<file path="config.mk">
export PLATFORM = sky130hd
export DESIGN_NAME = output_classifier
export DESIGN_NICKNAME = d
export VERILOG_FILES = /design/src/rtl/output_classifier_pkg.sv /design/src/rtl/output_classifier_result_fifo.sv /design/src/rtl/output_classifier.sv
export SDC_FILE = /design/constraint.sdc
export NUM_CORES = 1
export LEC_CHECK = 0
export CAP_MARGIN = 20
export CORE_UTILIZATION = 55
export DETAILED_ROUTE_END_ITERATION = 10
export DONT_BUFFER_PORTS = 1
export PLACE_DENSITY = 0.7
export SETUP_SLACK_MARGIN = 0.5
export SLEW_MARGIN = 0
export SYNTH_ARGS = -nofsm -noshare
export SYNTH_HDL_FRONTEND = slang
export SYNTH_HIERARCHICAL = 1
export SYNTH_SLANG_ARGS = --single-unit
</file>
<file path="constraint.sdc">
create_clock -name clk -period 4.5 [get_ports clk]
set_input_delay 0.45 -clock clk [delete_from_list [all_inputs] [get_ports clk]]
set_output_delay 0.45 -clock clk [all_outputs]
set_load 0.02 [all_outputs]
</file>
<file path="src/rtl/output_classifier_pkg.sv">
// Shared types for the output classifier: score/diff widths and the queued result record.
package output_classifier_pkg;
    localparam int SCORE_W  = 17;
    localparam int MARGIN_W = 12;

    typedef logic signed [SCORE_W:0] diff_t;

    typedef struct packed {
        logic                cls;
        logic [MARGIN_W-1:0] margin;
        logic                low_conf;
    } class_res_t;

    function automatic diff_t score_diff(input logic signed [SCORE_W-1:0] a,
                                         input logic signed [SCORE_W-1:0] b);
        return diff_t'(a) - diff_t'(b);
    endfunction
endpackage

</file>
<file path="src/rtl/output_classifier_result_fifo.sv">
// Small circular result queue; a pop in the same cycle frees room for a push into a full queue.
module result_fifo #(
    parameter int DEPTH = 4,
    parameter int W     = 14
) (
    input  logic         clk,
    input  logic         rst_n,
    input  logic         i_push,
    input  logic         i_pop,
    input  logic [W-1:0] i_din,
    output logic [W-1:0] o_dout,
    output logic         o_empty,
    output logic         o_full
);
    localparam int AW = $clog2(DEPTH);

    logic [W-1:0]  r_mem [DEPTH];
    logic [AW-1:0] r_wr, r_rd;
    logic [AW:0]   r_cnt;
    logic          w_do_pop, w_do_push;

    assign o_empty   = (r_cnt == '0);
    assign o_full    = (r_cnt == (AW+1)'(DEPTH));
    assign w_do_pop  = i_pop & ~o_empty;
    assign w_do_push = i_push & (~o_full | w_do_pop);
    assign o_dout    = o_empty ? '0 : r_mem[r_rd];

    always_ff @(posedge clk) begin
        if (w_do_push) r_mem[r_wr] <= i_din;
    end

    always_ff @(posedge clk or negedge rst_n) begin
        if (!rst_n) begin
            r_wr  <= '0;
            r_rd  <= '0;
            r_cnt <= '0;
        end else begin
            if (w_do_push) r_wr <= r_wr + 1'b1;
            if (w_do_pop)  r_rd <= r_rd + 1'b1;
            case ({w_do_push, w_do_pop})
                2'b10:   r_cnt <= r_cnt + 1'b1;
                2'b01:   r_cnt <= r_cnt - 1'b1;
                default: r_cnt <= r_cnt;
            endcase
        end
    end
endmodule

</file>
<file path="src/rtl/output_classifier.sv">
// Pairs the two output-neuron scores, decides argmax with a saturated margin, queues results
// and keeps sticky error flags plus per-class saturating counters.
module output_classifier
    import output_classifier_pkg::*;
#(
    parameter int DEPTH      = 4,
    parameter int MIN_MARGIN = 16,
    parameter int CNT_W      = 16
) (
    input  logic                       clk,
    input  logic                       rst_n,
    input  logic signed [SCORE_W-1:0]  i_in0,
    input  logic signed [SCORE_W-1:0]  i_in1,
    input  logic                       i_in0_ready,
    input  logic                       i_in1_ready,
    output logic                       o_res_valid,
    output logic                       o_res_class,
    output logic [MARGIN_W-1:0]        o_res_margin,
    output logic                       o_res_low_conf,
    input  logic                       i_res_ack,
    input  logic                       i_stat_clr,
    output logic                       o_overflow,
    output logic                       o_pair_err,
    output logic [CNT_W-1:0]           o_cnt0,
    output logic [CNT_W-1:0]           o_cnt1
);
    localparam logic [SCORE_W:0] MAX_MARGIN = (SCORE_W+1)'((1 << MARGIN_W) - 1);

    logic signed [SCORE_W-1:0] r_d0, r_d1;
    logic                      r_full0, r_full1;
    logic                      r_overflow, r_pair_err;
    logic [CNT_W-1:0]          r_cnt0, r_cnt1;

    logic                      w_pair, w_pop, w_full, w_empty, w_accept;
    diff_t                     w_diff;
    logic [SCORE_W:0]          w_mag;
    class_res_t                w_res, w_head;
    logic [$bits(class_res_t)-1:0] w_dout;

    assign w_pair = r_full0 & r_full1;
    assign w_diff = score_diff(r_d0, r_d1);
    assign w_mag  = w_diff[SCORE_W] ? $unsigned(-w_diff) : $unsigned(w_diff);

    always_comb begin
        w_res          = '0;
        w_res.cls      = w_diff[SCORE_W];
        w_res.margin   = (w_mag > MAX_MARGIN) ? '1 : w_mag[MARGIN_W-1:0];
        w_res.low_conf = (w_mag < (SCORE_W+1)'(MIN_MARGIN));
    end

    assign w_pop    = i_res_ack & ~w_empty;
    assign w_accept = w_pair & (~w_full | w_pop);

    result_fifo #(.DEPTH(DEPTH), .W($bits(class_res_t))) u_fifo (
        .clk     (clk),
        .rst_n   (rst_n),
        .i_push  (w_pair),
        .i_pop   (w_pop),
        .i_din   (w_res),
        .o_dout  (w_dout),
        .o_empty (w_empty),
        .o_full  (w_full)
    );

    assign w_head         = class_res_t'(w_dout);
    assign o_res_valid    = ~w_empty;
    assign o_res_class    = w_head.cls;
    assign o_res_margin   = w_head.margin;
    assign o_res_low_conf = w_head.low_conf;
    assign o_overflow     = r_overflow;
    assign o_pair_err     = r_pair_err;
    assign o_cnt0         = r_cnt0;
    assign o_cnt1         = r_cnt1;

    // A ready landing in the push cycle refills its slot rather than being lost to the clear.
    always_ff @(posedge clk or negedge rst_n) begin
        if (!rst_n) begin
            r_d0    <= '0;
            r_d1    <= '0;
            r_full0 <= 1'b0;
            r_full1 <= 1'b0;
        end else begin
            if (i_in0_ready) r_d0 <= i_in0;
            if (i_in1_ready) r_d1 <= i_in1;
            r_full0 <= i_in0_ready | (r_full0 & ~w_pair);
            r_full1 <= i_in1_ready | (r_full1 & ~w_pair);
        end
    end

    always_ff @(posedge clk or negedge rst_n) begin
        if (!rst_n) begin
            r_overflow <= 1'b0;
            r_pair_err <= 1'b0;
            r_cnt0     <= '0;
            r_cnt1     <= '0;
        end else if (i_stat_clr) begin
            r_overflow <= 1'b0;
            r_pair_err <= 1'b0;
            r_cnt0     <= '0;
            r_cnt1     <= '0;
        end else begin
            if (w_pair & ~w_accept) r_overflow <= 1'b1;
            if ((i_in0_ready & r_full0 & ~w_pair) | (i_in1_ready & r_full1 & ~w_pair))
                r_pair_err <= 1'b1;
            if (w_accept & ~w_res.cls & (r_cnt0 != '1)) r_cnt0 <= r_cnt0 + 1'b1;
            if (w_accept &  w_res.cls & (r_cnt1 != '1)) r_cnt1 <= r_cnt1 + 1'b1;
        end
    end
endmodule

</file>
==> results.ini <==
[synth]
yosys_warnings=6
synthTopCellsByArea=dfrtp_1 25%, edfxtp_1 22%, mux4_2 4.2%
synth_nets=767
synth_compound_area_frac=0.130
synth_top_family_by_area=simple AND/OR/NAND/NOR gates
ys_ff_latch=133
seq_area_frac_synth=0.476
ys.flop_type=dfrtp_1
synth-simple-area-share=0.180
synth_mux_area_frac=0.0755
yosys.area_share.xor_xnor=0.0518
synth.top_cell.area_share=0.254
avgSynthCellArea_um2=10.8
yosys.area.top_type=dfrtp_1
async_reset_ff_frac=0.579
syn_inst=701
synth_edf_count=56
synth.cell_area_mm2=0.00759
synthAdderAreaFrac=0.0449
yosysUniqueCellTypes=78

[power]
clock_power_share=0.330
power_frac_comb=0.313
ir_drop_uv=273
p_leak_nw=3.07
p_per_area_mw_per_mm2=517
swShare=0.347
p_switching_mw=1.50
p_int_mw=2.81
power_frac_seq=0.356

[setup_path]
start_kind=register
cp.required_ps=4660
worst_path_dominant_cell_family=compound AO/OA/AOI/OAI gates
crit_arrival_ps=3950
r2r-end=u_fifo/r_mem[3][0]$_DFFE_PP_
cp_slowest_cell=ha_1
r2r_start=r_d0[3]$_DFFE_PN0P_
reg2reg_slack_ps=710
path_class=register to register
path_cells=ha_1, nand2_1, a211o_1, a211oi_4, o21a_1, o21a_1, buf_4, nor4_1, a32oi_1, a31oi_4, buf_4, and4_1
path_max_fanout=14
path_buf_inv=2
crit_path_max_incr_delay_ps=520
rr_worst_depth=12
critPathCaptureType=register

[finish]
finish.utilization=0.625
drive_gt1_frac=0.160
area_growth_pct=9.88
antenna_cells=0
final_nets=760

[timing]
fin_skew_ps=9.78
drv_slew=0
rsz0062_at_grt=no
fin_ws_ps=709
fmax_mhz=264
hold_viol=0
fin_tns_setup_ps=0
setup_viol=0
slew_headroom=0.353
finalCritPeriodShare=0.842
min_period_ps=3790
worstMarginPinSlew_ps=970

[job]
drv_cap=0

[die]
die_w_um=119
io_pins=89
rows=42
start_util=0.568
core_area_mm2=0.0133
die_h_um=119
die_area_mm2=0.0143

[global_route]
overflow=0
grt_pass1_vias=5271
grt_pass1_wl_mm=26.2
antenna_found_initial=0
grt_max_degree=78
grt_use_total=0.235

[clock_network]
tritoncts=yes
cts.htree.levels=4
clock-sinks=133
root_buffer=clkbuf_16
max-clock-path-buffers=2
cts_inserted_buffers=17
clkSlewWorstSetupHoldPaths_ps=60
clock_latency_ps=430

[route]
wl_per_cell_um=17.6
vias=5298
drt-total-wl_mm=15.6
drcViolationCount=0
drt_iter0_drc=387
first_pass_iters=5
ant_nets=0
via_per_inst=6.00

[hold_path]
whs_path_depth=1
hold_start=i_stat_clr
hold_path_class=input port to register
min_to=o_cnt0[9]$_DFFE_PN0P_

[placed_design]
place.gp.congestion=0.942
port_buffers=0
dpl.hpwl_mm=10.8
place_ws_ps=586

[status]
status=completed

-- worst reg2reg max path: stages, from the launching register on --
cell and delay [ps]:
dfrtp_1 380, ha_1 530, nand2_1 200, a211o_1 340, a211oi_4 380, o21a_1 160, o21a_1 380, buf_4 290
nor4_1 80, a32oi_1 250, a31oi_4 120, buf_4 210, and4_1 210
-- power by group through the flow --
stage	clock network [mW]	registers, mW	logic, mW
detailed placement	0	1.56	1.32
global placement	0	1.56	1.29
CTS	1.44	1.54	1.35
global route	1.48	1.56	1.48
finish	1.42	1.54	1.35
floorplan	0	1.48	1.18
-- final cells by class --
type                            count  area [µm²]
Clock buffer                       22         497
Clock inverter                     10         116
Fill cell                        1096        5010
Inverter                           42         158
Multi-Input combinational cell    495        3680
Sequential cell                   133        3610
Tap cell                          176         220
Timing Repair Buffer                5        60.1
-- metal layers --
layer  global-route usage  vias to the layer above  wire, µm
li1                     -                     2534         -
met1                0.309                     2615      6970
met2                0.384                      127      7730
met3               0.0469                       22       584
met4               0.0906                        0       269
met5                    0                        -         0
-- cell families after synthesis --
family,Yosys count
AO/OA/AOI/OAI,139
XOR/XNOR,44
adder cells (fa/ha/maj),26
buffers and inverters,73
flip-flops,133
multiplexers,37
AND/OR/NAND/NOR,249
-- through the flow --
stage	total power [mW]	instance area [µm²]	cells	hold WS (ps)
after floorplan	2.66	7590	701	154
after global placement	2.85	7670	849	158
after detailed placement	2.88	7670	849	157
after CTS	4.33	8320	883	68.8
after global routing	4.52	8340	883	73.3
final	4.31	8340	883	82.9
-- sequential cells by signal (all words and copies together), names as in the netlist --
signal	cells
o_cnt0	16
o_cnt1	16
o_overflow	1
o_pair_err	1
r_d0	17
r_d1	17
r_full0	1
r_full1	1
u_fifo/r_cnt	3
u_fifo/r_mem	56
u_fifo/r_rd	2
u_fifo/r_wr	2
-- cells in the final DEF (no fill, tap or decap), types with 4 or more instances in the layout --
cell,count
nand2_1,59
and3_1,8
and2_1,19
o21a_1,5
ha_1,24
edfxtp_1,56
a21oi_1,25
nand3_2,11
and4_1,9
nand4_1,9
clkbuf_16,19
inv_1,40
xnor2_1,24
nor3_1,10
mux2i_1,4
nor2_1,56
nand3_1,20
mux4_2,14
a21oi_2,4
o21ai_1,5
and2_2,4
xor2_1,18
dfrtp_1,77
nand3b_1,5
mux2_2,18
or3_1,14
a21o_1,7
a211oi_1,4
nor2b_1,4
o211ai_1,7
a31oi_1,7
o21ai_0,36
-- cells in the mapped netlist (all sizes together) (2+ instances only) --
master and count:
o21ai 41, a22oi 3, o22ai 3, o2111ai 2, a21oi 29, xor2 19, o311ai 2, ha 24
xnor2 25, or3b 3, and3 8, nor2 56, mux2i 4, or3 14, or2 3, dfrtp 77
nand3b 5, edfxtp 56, nand4 9, nor4b 2, fa 2, a21o 8, o211ai 7, nand3 31
a2111oi 3, nor4 5, clkbuf 16, and4 9, and2 23, mux4 14, a211oi 6, a32oi 2
a31oi 9, nor2b 4, inv 41, buf 15, o211a 4, nand2 59, nor3 10, mux2 19
o21a 6, a211o 3, nand2b 3, nor3b 2
-- worst max path at each step --
stage	from	endpoint	slack, ps	cells after the start
final	r_d0[3]$_DFFE_PN0P_	u_fifo/r_mem[3][0]$_DFFE_PP_	710	12
after global routing	r_d0[0]$_DFFE_PN0P_	u_fifo/r_mem[3][11]$_DFFE_PP_	500	13
after CTS	r_d1[0]$_DFFE_PN0P_	u_fifo/r_mem[1][2]$_DFFE_PP_	570	11
after detailed placement	r_d1[0]$_DFFE_PN0P_	u_fifo/r_mem[2][2]$_DFFE_PP_	590	11
after global placement	r_d0[0]$_DFFE_PN0P_	u_fifo/r_mem[0][2]$_DFFE_PP_	680	12
after floorplan	r_d1[0]$_DFFE_PN0P_	u_fifo/r_mem[0][1]$_DFFE_PP_	1050	12
-- what timing repair did --
item                       in CTS  in global routing
hold endpoints to repair       77                  0
setup endpoints to repair       0                 52
hold buffers                    2                  0
buffers inserted                0                  0
gates resized for setup         0                  4
Note: power is estimated with default switching activity, not from simulation.
